<file path="src/rtl/mips_ctrl_pkg.sv">
// Shared encodings for the multicycle MIPS control path: sequencer states,
// micro-op codes handed to the control decoder, opcodes and ALU operand selects.
package mips_ctrl_pkg;

    typedef enum logic [3:0] {
        S_IDLE   = 4'd0,
        S_FETCH  = 4'd1,
        S_DECODE = 4'd2,
        S_EXEC_R = 4'd3,
        S_EXEC_I = 4'd4,
        S_ADDR   = 4'd5,
        S_MEM_RD = 4'd6,
        S_MEM_WR = 4'd7,
        S_WB_R   = 4'd8,
        S_WB_I   = 4'd9,
        S_WB_MEM = 4'd10,
        S_BRANCH = 4'd11,
        S_JUMP   = 4'd12,
        S_TRAP   = 4'd13
    } state_e;

    localparam logic [2:0] UOP_NONE    = 3'b000;
    localparam logic [2:0] UOP_REGDST  = 3'b001;
    localparam logic [2:0] UOP_PC_BR   = 3'b010;
    localparam logic [2:0] UOP_PC_J    = 3'b011;
    localparam logic [2:0] UOP_MEM2REG = 3'b100;
    localparam logic [2:0] UOP_MEMWR   = 3'b101;
    localparam logic [2:0] UOP_IRWR    = 3'b110;

    localparam logic [5:0] OP_RTYPE = 6'b000000;
    localparam logic [5:0] OP_ADDI  = 6'b001000;
    localparam logic [5:0] OP_LW    = 6'b100011;
    localparam logic [5:0] OP_SW    = 6'b101011;
    localparam logic [5:0] OP_BEQ   = 6'b000100;
    localparam logic [5:0] OP_J     = 6'b000010;

    localparam logic [1:0] ALU_ADD   = 2'b00;
    localparam logic [1:0] ALU_SUB   = 2'b01;
    localparam logic [1:0] ALU_FUNCT = 2'b10;

    localparam logic [1:0] SRCB_RT     = 2'b00;
    localparam logic [1:0] SRCB_FOUR   = 2'b01;
    localparam logic [1:0] SRCB_IMM    = 2'b10;
    localparam logic [1:0] SRCB_IMM_SH = 2'b11;

    typedef struct packed {
        logic [2:0] code;
        logic [1:0] alu_op;
        logic [1:0] alu_src_b;
        logic       reg_wr;
    } rom_out_t;

endpackage

</file>
<file path="src/rtl/micro_sequencer_if.sv">
// Control bundle between the IR/flags, the micro-sequencer and the downstream
// control decoder / datapath.
interface micro_sequencer_if;

    logic       en;
    logic [5:0] opcode;
    logic       zero;
    logic       mem_ready;
    logic [2:0] code;
    logic       pc_wr;
    logic       reg_wr;
    logic [1:0] alu_op;
    logic [1:0] alu_src_b;
    logic       illegal;
    logic [3:0] state_o;

    modport master (
        input  en, opcode, zero, mem_ready,
        output code, pc_wr, reg_wr, alu_op, alu_src_b, illegal, state_o
    );

    modport slave (
        output en, opcode, zero, mem_ready,
        input  code, pc_wr, reg_wr, alu_op, alu_src_b, illegal, state_o
    );

endinterface

</file>
<file path="src/rtl/useq_out_rom.sv">
// Pure state -> {micro-op code, ALU op, ALU B select, regfile write} table.
// Strobes gated by inputs (pc_wr, en) are applied by the sequencer top.
module useq_out_rom
    import mips_ctrl_pkg::*;
(
    input  state_e   state_i,
    output rom_out_t rom_o
);

    always_comb begin
        // NOTE: every output gets a default before the case so no state leaves
        // a field unassigned, which would otherwise infer a latch.
        rom_o = '{code: UOP_NONE, alu_op: ALU_ADD, alu_src_b: SRCB_RT, reg_wr: 1'b0};
        case (state_i)
            S_FETCH: begin
                rom_o.code      = UOP_IRWR;
                rom_o.alu_src_b = SRCB_FOUR;
            end
            S_DECODE: rom_o.alu_src_b = SRCB_IMM_SH;
            S_EXEC_R: rom_o.alu_op    = ALU_FUNCT;
            S_EXEC_I: rom_o.alu_src_b = SRCB_IMM;
            S_ADDR:   rom_o.alu_src_b = SRCB_IMM;
            S_MEM_WR: rom_o.code      = UOP_MEMWR;
            S_WB_R: begin
                rom_o.code   = UOP_REGDST;
                rom_o.reg_wr = 1'b1;
            end
            S_WB_I:   rom_o.reg_wr    = 1'b1;
            S_WB_MEM: begin
                rom_o.code   = UOP_MEM2REG;
                rom_o.reg_wr = 1'b1;
            end
            S_BRANCH: begin
                rom_o.code   = UOP_PC_BR;
                rom_o.alu_op = ALU_SUB;
            end
            S_JUMP:   rom_o.code      = UOP_PC_J;
            default:  ;
        endcase
    end

endmodule

</file>
<file path="src/rtl/micro_sequencer.sv">
// Multicycle MIPS control sequencer: state register, opcode dispatch and the
// input-gated strobes; static per-state outputs come from useq_out_rom.
module micro_sequencer
    import mips_ctrl_pkg::*;
#(
    parameter bit STALL_EN = 1'b1,
    parameter bit TRAP_EN  = 1'b1
)(
    input logic               clk,
    input logic               rst_n,
    micro_sequencer_if.master bus
);

    state_e   state_q, state_d;
    logic     illegal_q, illegal_d;
    logic     mem_ok;
    rom_out_t rom;

    assign mem_ok = STALL_EN ? bus.mem_ready : 1'b1;

    useq_out_rom u_rom (
        .state_i (state_q),
        .rom_o   (rom)
    );

    always_comb begin
        state_d   = state_q;
        illegal_d = illegal_q;
        if (bus.en) begin
            illegal_d = 1'b0;
            case (state_q)
                S_IDLE:   state_d = S_FETCH;
                S_FETCH:  state_d = mem_ok ? S_DECODE : S_FETCH;
                S_DECODE: begin
                    case (bus.opcode)
                        OP_RTYPE:     state_d = S_EXEC_R;
                        OP_ADDI:      state_d = S_EXEC_I;
                        OP_LW, OP_SW: state_d = S_ADDR;
                        OP_BEQ:       state_d = S_BRANCH;
                        OP_J:         state_d = S_JUMP;
                        default: begin
                            if (TRAP_EN) begin
                                state_d = S_TRAP;
                            end else begin
                                state_d   = S_IDLE;
                                illegal_d = 1'b1;
                            end
                        end
                    endcase
                end
                S_EXEC_R: state_d = S_WB_R;
                S_EXEC_I: state_d = S_WB_I;
                // IR holds the opcode until the next fetch, so re-reading it here is safe.
                S_ADDR:   state_d = (bus.opcode == OP_LW) ? S_MEM_RD : S_MEM_WR;
                S_MEM_RD: state_d = mem_ok ? S_WB_MEM : S_MEM_RD;
                S_MEM_WR: state_d = mem_ok ? S_FETCH : S_MEM_WR;
                S_WB_R, S_WB_I, S_WB_MEM, S_BRANCH, S_JUMP: state_d = S_FETCH;
                S_TRAP:   state_d = S_TRAP;
                default:  state_d = S_IDLE;
            endcase
        end
    end

    // NOTE: state registers use non-blocking assignments so every flop samples
    // the pre-edge value of its neighbours, independent of block ordering.
    always_ff @(posedge clk or negedge rst_n) begin
        if (!rst_n) begin
            state_q   <= S_IDLE;
            illegal_q <= 1'b0;
        end else begin
            state_q   <= state_d;
            illegal_q <= illegal_d;
        end
    end

    always_comb begin
        bus.code      = bus.en ? rom.code : UOP_NONE;
        bus.reg_wr    = bus.en & rom.reg_wr;
        bus.alu_op    = rom.alu_op;
        bus.alu_src_b = rom.alu_src_b;
        bus.illegal   = (state_q == S_TRAP) | illegal_q;
        bus.state_o   = state_q;
        bus.pc_wr     = 1'b0;
        if (bus.en) begin
            case (state_q)
                S_FETCH:  bus.pc_wr = mem_ok;
                S_BRANCH: bus.pc_wr = bus.zero;
                S_JUMP:   bus.pc_wr = 1'b1;
                default:  bus.pc_wr = 1'b0;
            endcase
        end
    end

endmodule

</file>
<file path="src/flat_wrapper.sv">
// flat-port wrapper written by rule: the top's interface ports become plain ports
module micro_sequencer_flat import mips_ctrl_pkg::*;
#(
    parameter bit STALL_EN = 1'b1,
    parameter bit TRAP_EN  = 1'b1
)
  (clk, rst_n, bus_en, bus_opcode, bus_zero, bus_mem_ready, bus_code, bus_pc_wr, bus_reg_wr, bus_alu_op, bus_alu_src_b, bus_illegal, bus_state_o);
  micro_sequencer_if bus_i ();
  input logic clk;
  input logic rst_n;
  input wire logic [$bits(bus_i.en)-1:0] bus_en;
  input wire logic [$bits(bus_i.opcode)-1:0] bus_opcode;
  input wire logic [$bits(bus_i.zero)-1:0] bus_zero;
  input wire logic [$bits(bus_i.mem_ready)-1:0] bus_mem_ready;
  output wire logic [$bits(bus_i.code)-1:0] bus_code;
  output wire logic [$bits(bus_i.pc_wr)-1:0] bus_pc_wr;
  output wire logic [$bits(bus_i.reg_wr)-1:0] bus_reg_wr;
  output wire logic [$bits(bus_i.alu_op)-1:0] bus_alu_op;
  output wire logic [$bits(bus_i.alu_src_b)-1:0] bus_alu_src_b;
  output wire logic [$bits(bus_i.illegal)-1:0] bus_illegal;
  output wire logic [$bits(bus_i.state_o)-1:0] bus_state_o;
  assign bus_i.en = bus_en;
  assign bus_i.opcode = bus_opcode;
  assign bus_i.zero = bus_zero;
  assign bus_i.mem_ready = bus_mem_ready;
  assign bus_code = bus_i.code;
  assign bus_pc_wr = bus_i.pc_wr;
  assign bus_reg_wr = bus_i.reg_wr;
  assign bus_alu_op = bus_i.alu_op;
  assign bus_alu_src_b = bus_i.alu_src_b;
  assign bus_illegal = bus_i.illegal;
  assign bus_state_o = bus_i.state_o;
  micro_sequencer #(.STALL_EN(STALL_EN), .TRAP_EN(TRAP_EN)) u_core (.clk(clk), .rst_n(rst_n), .bus(bus_i));
endmodule
</file>
<file path="config.mk">
export PLATFORM = sky130hd
export DESIGN_NAME = micro_sequencer_flat
export DESIGN_NICKNAME = d
export VERILOG_FILES = /design/src/rtl/mips_ctrl_pkg.sv /design/src/rtl/micro_sequencer_if.sv /design/src/rtl/useq_out_rom.sv /design/src/rtl/micro_sequencer.sv /design/src/flat_wrapper.sv
export SDC_FILE = /design/constraint.sdc
export NUM_CORES = 1
export LEC_CHECK = 0
export BUFFER_PORTS_ARGS = -buffer_cell sky130_fd_sc_hd__buf_2
export CAP_MARGIN = 10
export CORE_AREA = 2 2 39 41
export CTS_BUF_LIST = sky130_fd_sc_hd__clkbuf_8
export DETAILED_ROUTE_END_ITERATION = 10
export DIE_AREA = 0 0 41 43
export PLACE_DENSITY = 0.8
export SLEW_MARGIN = 0
export SYNTH_ARGS = -nofsm -noshare
export SYNTH_HDL_FRONTEND = slang
export SYNTH_HIERARCHICAL = 1
export SYNTH_SLANG_ARGS = --single-unit
export TNS_END_PERCENT = 30
</file>
<file path="constraint.sdc">
create_clock -name clk -period 2.7 [get_ports clk]
set_input_delay 0.81 -clock clk [delete_from_list [all_inputs] [get_ports clk]]
set_output_delay 0.81 -clock clk [all_outputs]
set_load 0.01 [all_outputs]
</file>
==> results.ini, run 1 <==
[clocking]
htree_levels=1
cts-root-buf=clkbuf_8
cts_hold_buffers=0
clock_path_buffers=2
path_clk_slew_ps=30
numCtsBuffers=3
cts_tree=done
cts_resized=0
cts.sink_count=4
postCtsSetupBuffers=0
clk_latency_ps=210

[floorplan]
core_area_um2=1380
rows=14
io_pins=25
fp.dieH_um=43
start_util_pct=43.6
die-area_um2=1760
die_w_um=41

[finish]
layout.nets=117
antenna_cells=0
drive_gt1_share_pct=35.6
multi_input_area_um2=440
largest_reg_flops=4
syn_to_final_growth_pct=27.2
fillers=143
seq_area_um2=100

[detailed_routing]
drt_wl_total_um=1480
drc=0
wl_per_cell_um=12.3
drtIter0Drc=14
dr.pass1.iters=4
vias=675
postRouteAntennaNets=0
via_per_inst=5.63

[worst_setup_path]
critPathLaunch=u_core/bus.state_o[0]$_DFFE_PN0P_
start_kind=flop
cp-endpoint=bus_code[2]
r2r_setup_slack_ps=1060
arrival_ps=1630
worstReg2RegEnd=u_core/bus.state_o[0]$_DFFE_PN0P_
r2r-start=u_core/bus.state_o[2]$_DFFE_PN0P_
critPathMaxFanout=13
end_kind=output port
r2r_cells=5
critical_path_class=reg -> out
required_ps=1890

[timing]
max_freq_ghz=0.410
max-slew-margin-rel_pct=74.2
fin_tns_setup_ps=0
finalSetupViolCount=0
worst_pin_slew_ps=388
rsz0062_at_grt=no
fin_crit_sh_pct=90.3
fin_skew_ps=4.10
final_max_slew_viol_count=0
finalHoldViolations=0
layout_min_cycle_time_ps=2440
hold_ws_ps=397

[synthesis]
ys.flop_type=dfrtp_1
syn_inst=78
synth_nets=89
synthTopCellsByArea=dfrtp_1 (17%), and2_1 (5.2%), nor3_1 (5.0%)
yosysMostFrequentCell=nor2_1
synth_top_area_share_pct=16.6
yosysSeqAreaShare_pct=16.6
synthesis.area_um2=603
synthDistinctLibCells=39
ys_ff_latch=4
synth-async-reset-ratio_pct=100
synth_edf_count=0
syn_avg_cell_area_um2=7.73
synth_top_area_cell=dfrtp_1
ys_top_cells_by_count=nor2_1 (7), nor3_1 (6), a21oi_1 (5), and2_1 (5), nand2_1 (5)
yosysWarnings=6

[pwr]
ir_drop_mv=0.622
powerDensity_nw_per_um2=1040
power.leakage_nw=0.356
p_total_uw=798

[placed_design]
gp_congestion=0.846
hpwlAfterDp_um=1140
io_buffers=24

[global_routing]
antenna_found_initial=0
grt_util_all_layers_pct=20.1
grt_pass1_wl_um=2520
grt_max_degree=19
overflow=0
grt_pass1_vias=576

[hold_path]
min_path_type=in -> async

[run_status]
status=complete, no violations

[job]
maxCapViolCount=0

[cells by family (layout without fill, tap and decap cells)]
logic type,count (synthesis),count (layout),synth area share [%]
buf+inv,9,35,10.4
xor+xnor,2,2,2.91
mux,1,1,1.66
compound gates,21,21,27.4
simple gates,41,41,41.1
flops,4,4,16.6
[report_power, final]
group | total (mW) | switching (mW) | internal, mW
registers | 0.146 | 0.0613 | 0.0852
logic | 0.530 | 0.281 | 0.248
clock network | 0.122 | 0.0272 | 0.0947
total | 0.798 | 0.370 | 0.428
[cell type report]
type | instances | share of cell area, %
Clock buffer | 3 | 5.38
Inverter | 4 | 1.96
Multi-Input combinational cell | 65 | 57.4
Sequential cell | 4 | 13.1
Tap cell | 16 | 2.61
Timing Repair Buffer | 28 | 19.6
[layer usage]
| layer | wire length [um] | GRT usage, % | share of wire, % | vias to the layer above |
|---|---|---|---|---|
| met5 | 0 | 0 | 0 | - |
| met2 | 739 | 31.6 | 50 | 24 |
| met4 | 0 | 5.33 | 0 | 0 |
| met3 | 75 | 3.14 | 5.1 | 0 |
| met1 | 665 | 27.5 | 45 | 303 |
| li1 | - | - | - | 348 |
[per-stage QoR]
stage	setup slack, ps	util (%)	cell area, um2	instances
2_1_floorplan	442	-	603	78
3_3_place_gp	439	52.4	726	117
3_5_place_dp	429	52.4	726	117
4_1_cts	242	55.4	767	120
5_1_grt	157	55.4	767	120
6_report	262	55.4	767	120
[worst min-delay path by stage]
stage                     slack [ps]  cells after the start                           endpoint  startpoint
after detailed placement         620                      1  u_core/bus.state_o[2]$_DFFE_PN0P_       rst_n
after global placement           610                      1  u_core/bus.state_o[0]$_DFFE_PN0P_       rst_n
after floorplan                  510                      0  u_core/bus.state_o[0]$_DFFE_PN0P_       rst_n
final                            400                      1  u_core/bus.state_o[2]$_DFFE_PN0P_       rst_n
after CTS                        400                      1  u_core/bus.state_o[2]$_DFFE_PN0P_       rst_n
after global routing             400                      1  u_core/bus.state_o[2]$_DFFE_PN0P_       rst_n
[cells in the final DEF (no fill, tap or decap), types with 2 or more instances in the layout]
cell type	Yosys	routed
and2_1	5	5
and3_1	2	2
buf_2	2	24
buf_4	0	4
o221ai_1	2	2
nand3_1	2	2
nor2_1	7	7
inv_1	3	3
dfrtp_1	4	4
nand2b_1	3	3
clkbuf_8	1	3
nand2_1	5	5
nor3_1	6	6
a21oi_1	5	5
a32o_1	2	2
o21ai_0	4	4
a31oi_1	2	2
[critical path: stages, from the launching register on]
cell and delay (ps):
dfrtp_1 540, or4b_4 530, o311ai_2 80, and2_1 150, buf_2 120
(Power assumes the default switching activity.)
==> run 2: changes to the inputs <==
--- a/config.mk
+++ b/config.mk
@@ -5,6 +5,7 @@
 export SDC_FILE = /design/constraint.sdc
 export NUM_CORES = 1
 export LEC_CHECK = 0
+export ABC_AREA = 1
 export BUFFER_PORTS_ARGS = -buffer_cell sky130_fd_sc_hd__buf_2
 export CAP_MARGIN = 10
 export CORE_AREA = 2 2 39 41
@@ -12,6 +13,7 @@
 export DETAILED_ROUTE_END_ITERATION = 10
 export DIE_AREA = 0 0 41 43
 export PLACE_DENSITY = 0.8
+export RECOVER_POWER = 25
 export SLEW_MARGIN = 0
 export SYNTH_ARGS = -nofsm -noshare
 export SYNTH_HDL_FRONTEND = slang
==> results.ini, run 2 <==
[run_status]
status=complete, no violations

[clocking]
cts_tree=done
htree_levels=1  ; unchanged
cts.sink_count=4  ; unchanged
cts_hold_buffers=0  ; unchanged
clock_path_buffers=2  ; unchanged
clk_latency_ps=210  ; about the same
path_clk_slew_ps=30  ; about the same
numCtsBuffers=3  ; unchanged
cts_resized=0  ; unchanged
cts-root-buf=clkbuf_8
postCtsSetupBuffers=0  ; unchanged

[detailed_routing]
drtIter0Drc=17  ; +3
wl_per_cell_um=8.52  ; -31%
drt_wl_total_um=1380  ; -6.8%
postRouteAntennaNets=0  ; unchanged
dr.pass1.iters=4  ; unchanged
vias=751  ; +11%
drc=0  ; unchanged
via_per_inst=4.64  ; -18%

[worst_setup_path]
end_kind=output port
arrival_ps=1520  ; -110 ps
cp_slowest_stage_delay_ps=490  ; -50 ps
critPathTopFamily=flip-flops
required_ps=1890  ; about the same
worstReg2RegEnd=u_core/bus.state_o[1]$_DFFE_PN0P_
crit_buf_inv=3  ; +2
r2r_cells=7  ; +2
r2r_setup_slack_ps=1300  ; +240 ps
critical_path_class=reg -> out
crit_top_cell=nand2_1
r2r-start=u_core/bus.state_o[3]$_DFFE_PN0P_
path_cells=inv_1 > nand2_1 > nor2_1 > nand2_1 > o311ai_0 > nand2_1 > inv_1 > buf_2
critPathMaxFanout=12  ; -1
crit_slowest_cell=dfrtp_1
start_kind=flop

[timing]
layout_min_cycle_time_ps=2330  ; -108 ps
finalHoldViolations=0  ; unchanged
final_max_slew_viol_count=0  ; unchanged
fin_tns_setup_ps=0  ; unchanged
fin_crit_sh_pct=86.3  ; -4.0 points
fin_skew_ps=0.211  ; -3.89 ps
rsz0062_at_grt=no
worst_pin_slew_ps=353  ; -34.8 ps
finalSetupViolCount=0  ; unchanged
max-slew-margin-rel_pct=76.5  ; +2.3 points
max_freq_ghz=0.429  ; +4.6%

[finish]
fin_area_um2=766  ; -0.16%
largest_reg_flops=4  ; unchanged
final_cell_mix=nand2_1 (45), inv_1 (23), buf_2 (22), nor2_1 (18), nand3_1 (13)
drive_gt1_share_pct=21.9  ; -14 points
instances_no_fill=162  ; +35%
layout.nets=159  ; +36%
syn_to_final_growth_pct=28.0
final_common_cell=nand2_1
antenna_cells=0  ; unchanged

[floorplan]
io_pins=25  ; unchanged
die_w_um=41  ; unchanged
die-area_um2=1760  ; unchanged
core_area_um2=1380  ; unchanged
fp.dieH_um=43  ; unchanged
start_util_pct=43.2  ; -0.36 points
rows=14  ; unchanged

[synthesis]
ys_ff_latch=4  ; unchanged
syn_avg_cell_area_um2=4.98  ; -36%
ys.flop_type=dfrtp_1
synth-async-reset-ratio_pct=100  ; unchanged
synth_top_area_cell=nand2_1
synthesis.area_um2=598  ; -0.83%
synth_nets=131  ; +47%
synth_edf_count=0  ; unchanged
syn_inst=120  ; +54%
yosysMostFrequentCell=nand2_1
yosysSeqAreaShare_pct=16.7  ; +0.14 points
synthTopCellsByArea=nand2_1 (28%), dfrtp_1 (17%), inv_1 (14%)
synth_top_area_share_pct=28.2  ; +12 points
synthDistinctLibCells=17  ; -56%
yosysWarnings=6  ; unchanged
ys_top_cells_by_count=nand2_1 (45), inv_1 (23), nor2_1 (18)

[hold_path]
min_path_type=in -> async

[global_routing]
overflow=0  ; unchanged
antenna_found_initial=0  ; unchanged
grt_pass1_vias=588  ; +2.1%
grt_pass1_wl_um=2190  ; -13%
grt_util_all_layers_pct=17.3  ; -2.8 points
grt_max_degree=13  ; -6

[pwr]
ir_drop_mv=0.568  ; -8.7%
power.leakage_nw=0.520  ; +46%
p_total_uw=749  ; -6.2%
powerDensity_nw_per_um2=978  ; -6.0%

[placed_design]
io_buffers=24  ; unchanged
gp_congestion=0.830  ; -1.9%
dpl.cell_count=159  ; +36%
dpl-instance-area_um2=727  ; +0.17%
hpwlAfterDp_um=1140  ; about the same

[job]
maxCapViolCount=0  ; unchanged

==> run 2: layout make-up <==
cell class,instances,area (um2)
tap,16,20.0
sequential,4,100
clock buffer,3,41.3
fill,149,618
inverter,25,93.8
multi-input combinational,90,393
timing repair buffer,24,118
==> run 2: layer usage <==
metal / share of wire [%] / global-route usage, % / vias to the layer above
li1: - / - / 420
met1: 47 / 23.6 / 320
met2: 50 / 27.2 / 11
met3: 2.7 / 0 / 0
met4: 0 / 8.00 / 0
met5: 0 / 0 / -
==> run 2: worst register-to-register path, stage by stage, from the launching register on <==
cell	delay [ps]
dfrtp_1	500
inv_1	130
nand2_1	130
inv_1	80
nand3_1	90
nand3_1	90
o21ai_0	170
nand2_1	80
==> run 2: per-stage QoR <==
step                hold WS, ps  setup slack [ps]  utilization [%]
floorplan                   514               751                -
global placement            613               514             52.5
detailed placement          615               507             52.5
CTS                         387               367             55.5
global route                434               227             55.3
finish                      414               370             55.3
==> run 2: cell families (layout without fill, tap and decap cells) <==
group	after synthesis	count (layout)	synth area share [%]
AOI/OAI and AO/OA	4	4	4.60
buffers and inverters	26	52	17.6
DFF	4	4	16.7
and+or+nand+nor	86	86	61.1
==> run 2: how the worst max path moves through the flow <==
| stage | from | to | slack (ps) | cells past startpoint |
|---|---|---|---|---|
| after floorplan | u_core/bus.state_o[2]$_DFFE_PN0P_ | bus_pc_wr | 750 | 7 |
| after global placement | bus_mem_ready | bus_pc_wr | 510 | 6 |
| after detailed placement | bus_mem_ready | bus_pc_wr | 510 | 6 |
| after CTS | u_core/bus.state_o[2]$_DFFE_PN0P_ | bus_pc_wr | 370 | 8 |
| after global routing | u_core/bus.state_o[2]$_DFFE_PN0P_ | bus_pc_wr | 230 | 8 |
| final | u_core/bus.state_o[2]$_DFFE_PN0P_ | bus_pc_wr | 370 | 8 |
==> run 2: power by group <==
part	internal (mW)	leakage, nW	switching (mW)
Clock	0.0947	0.0216	0.0274
Sequential	0.0862	0.0519	0.0781
Combinational	0.178	0.446	0.284
Total	0.359	0.520	0.390
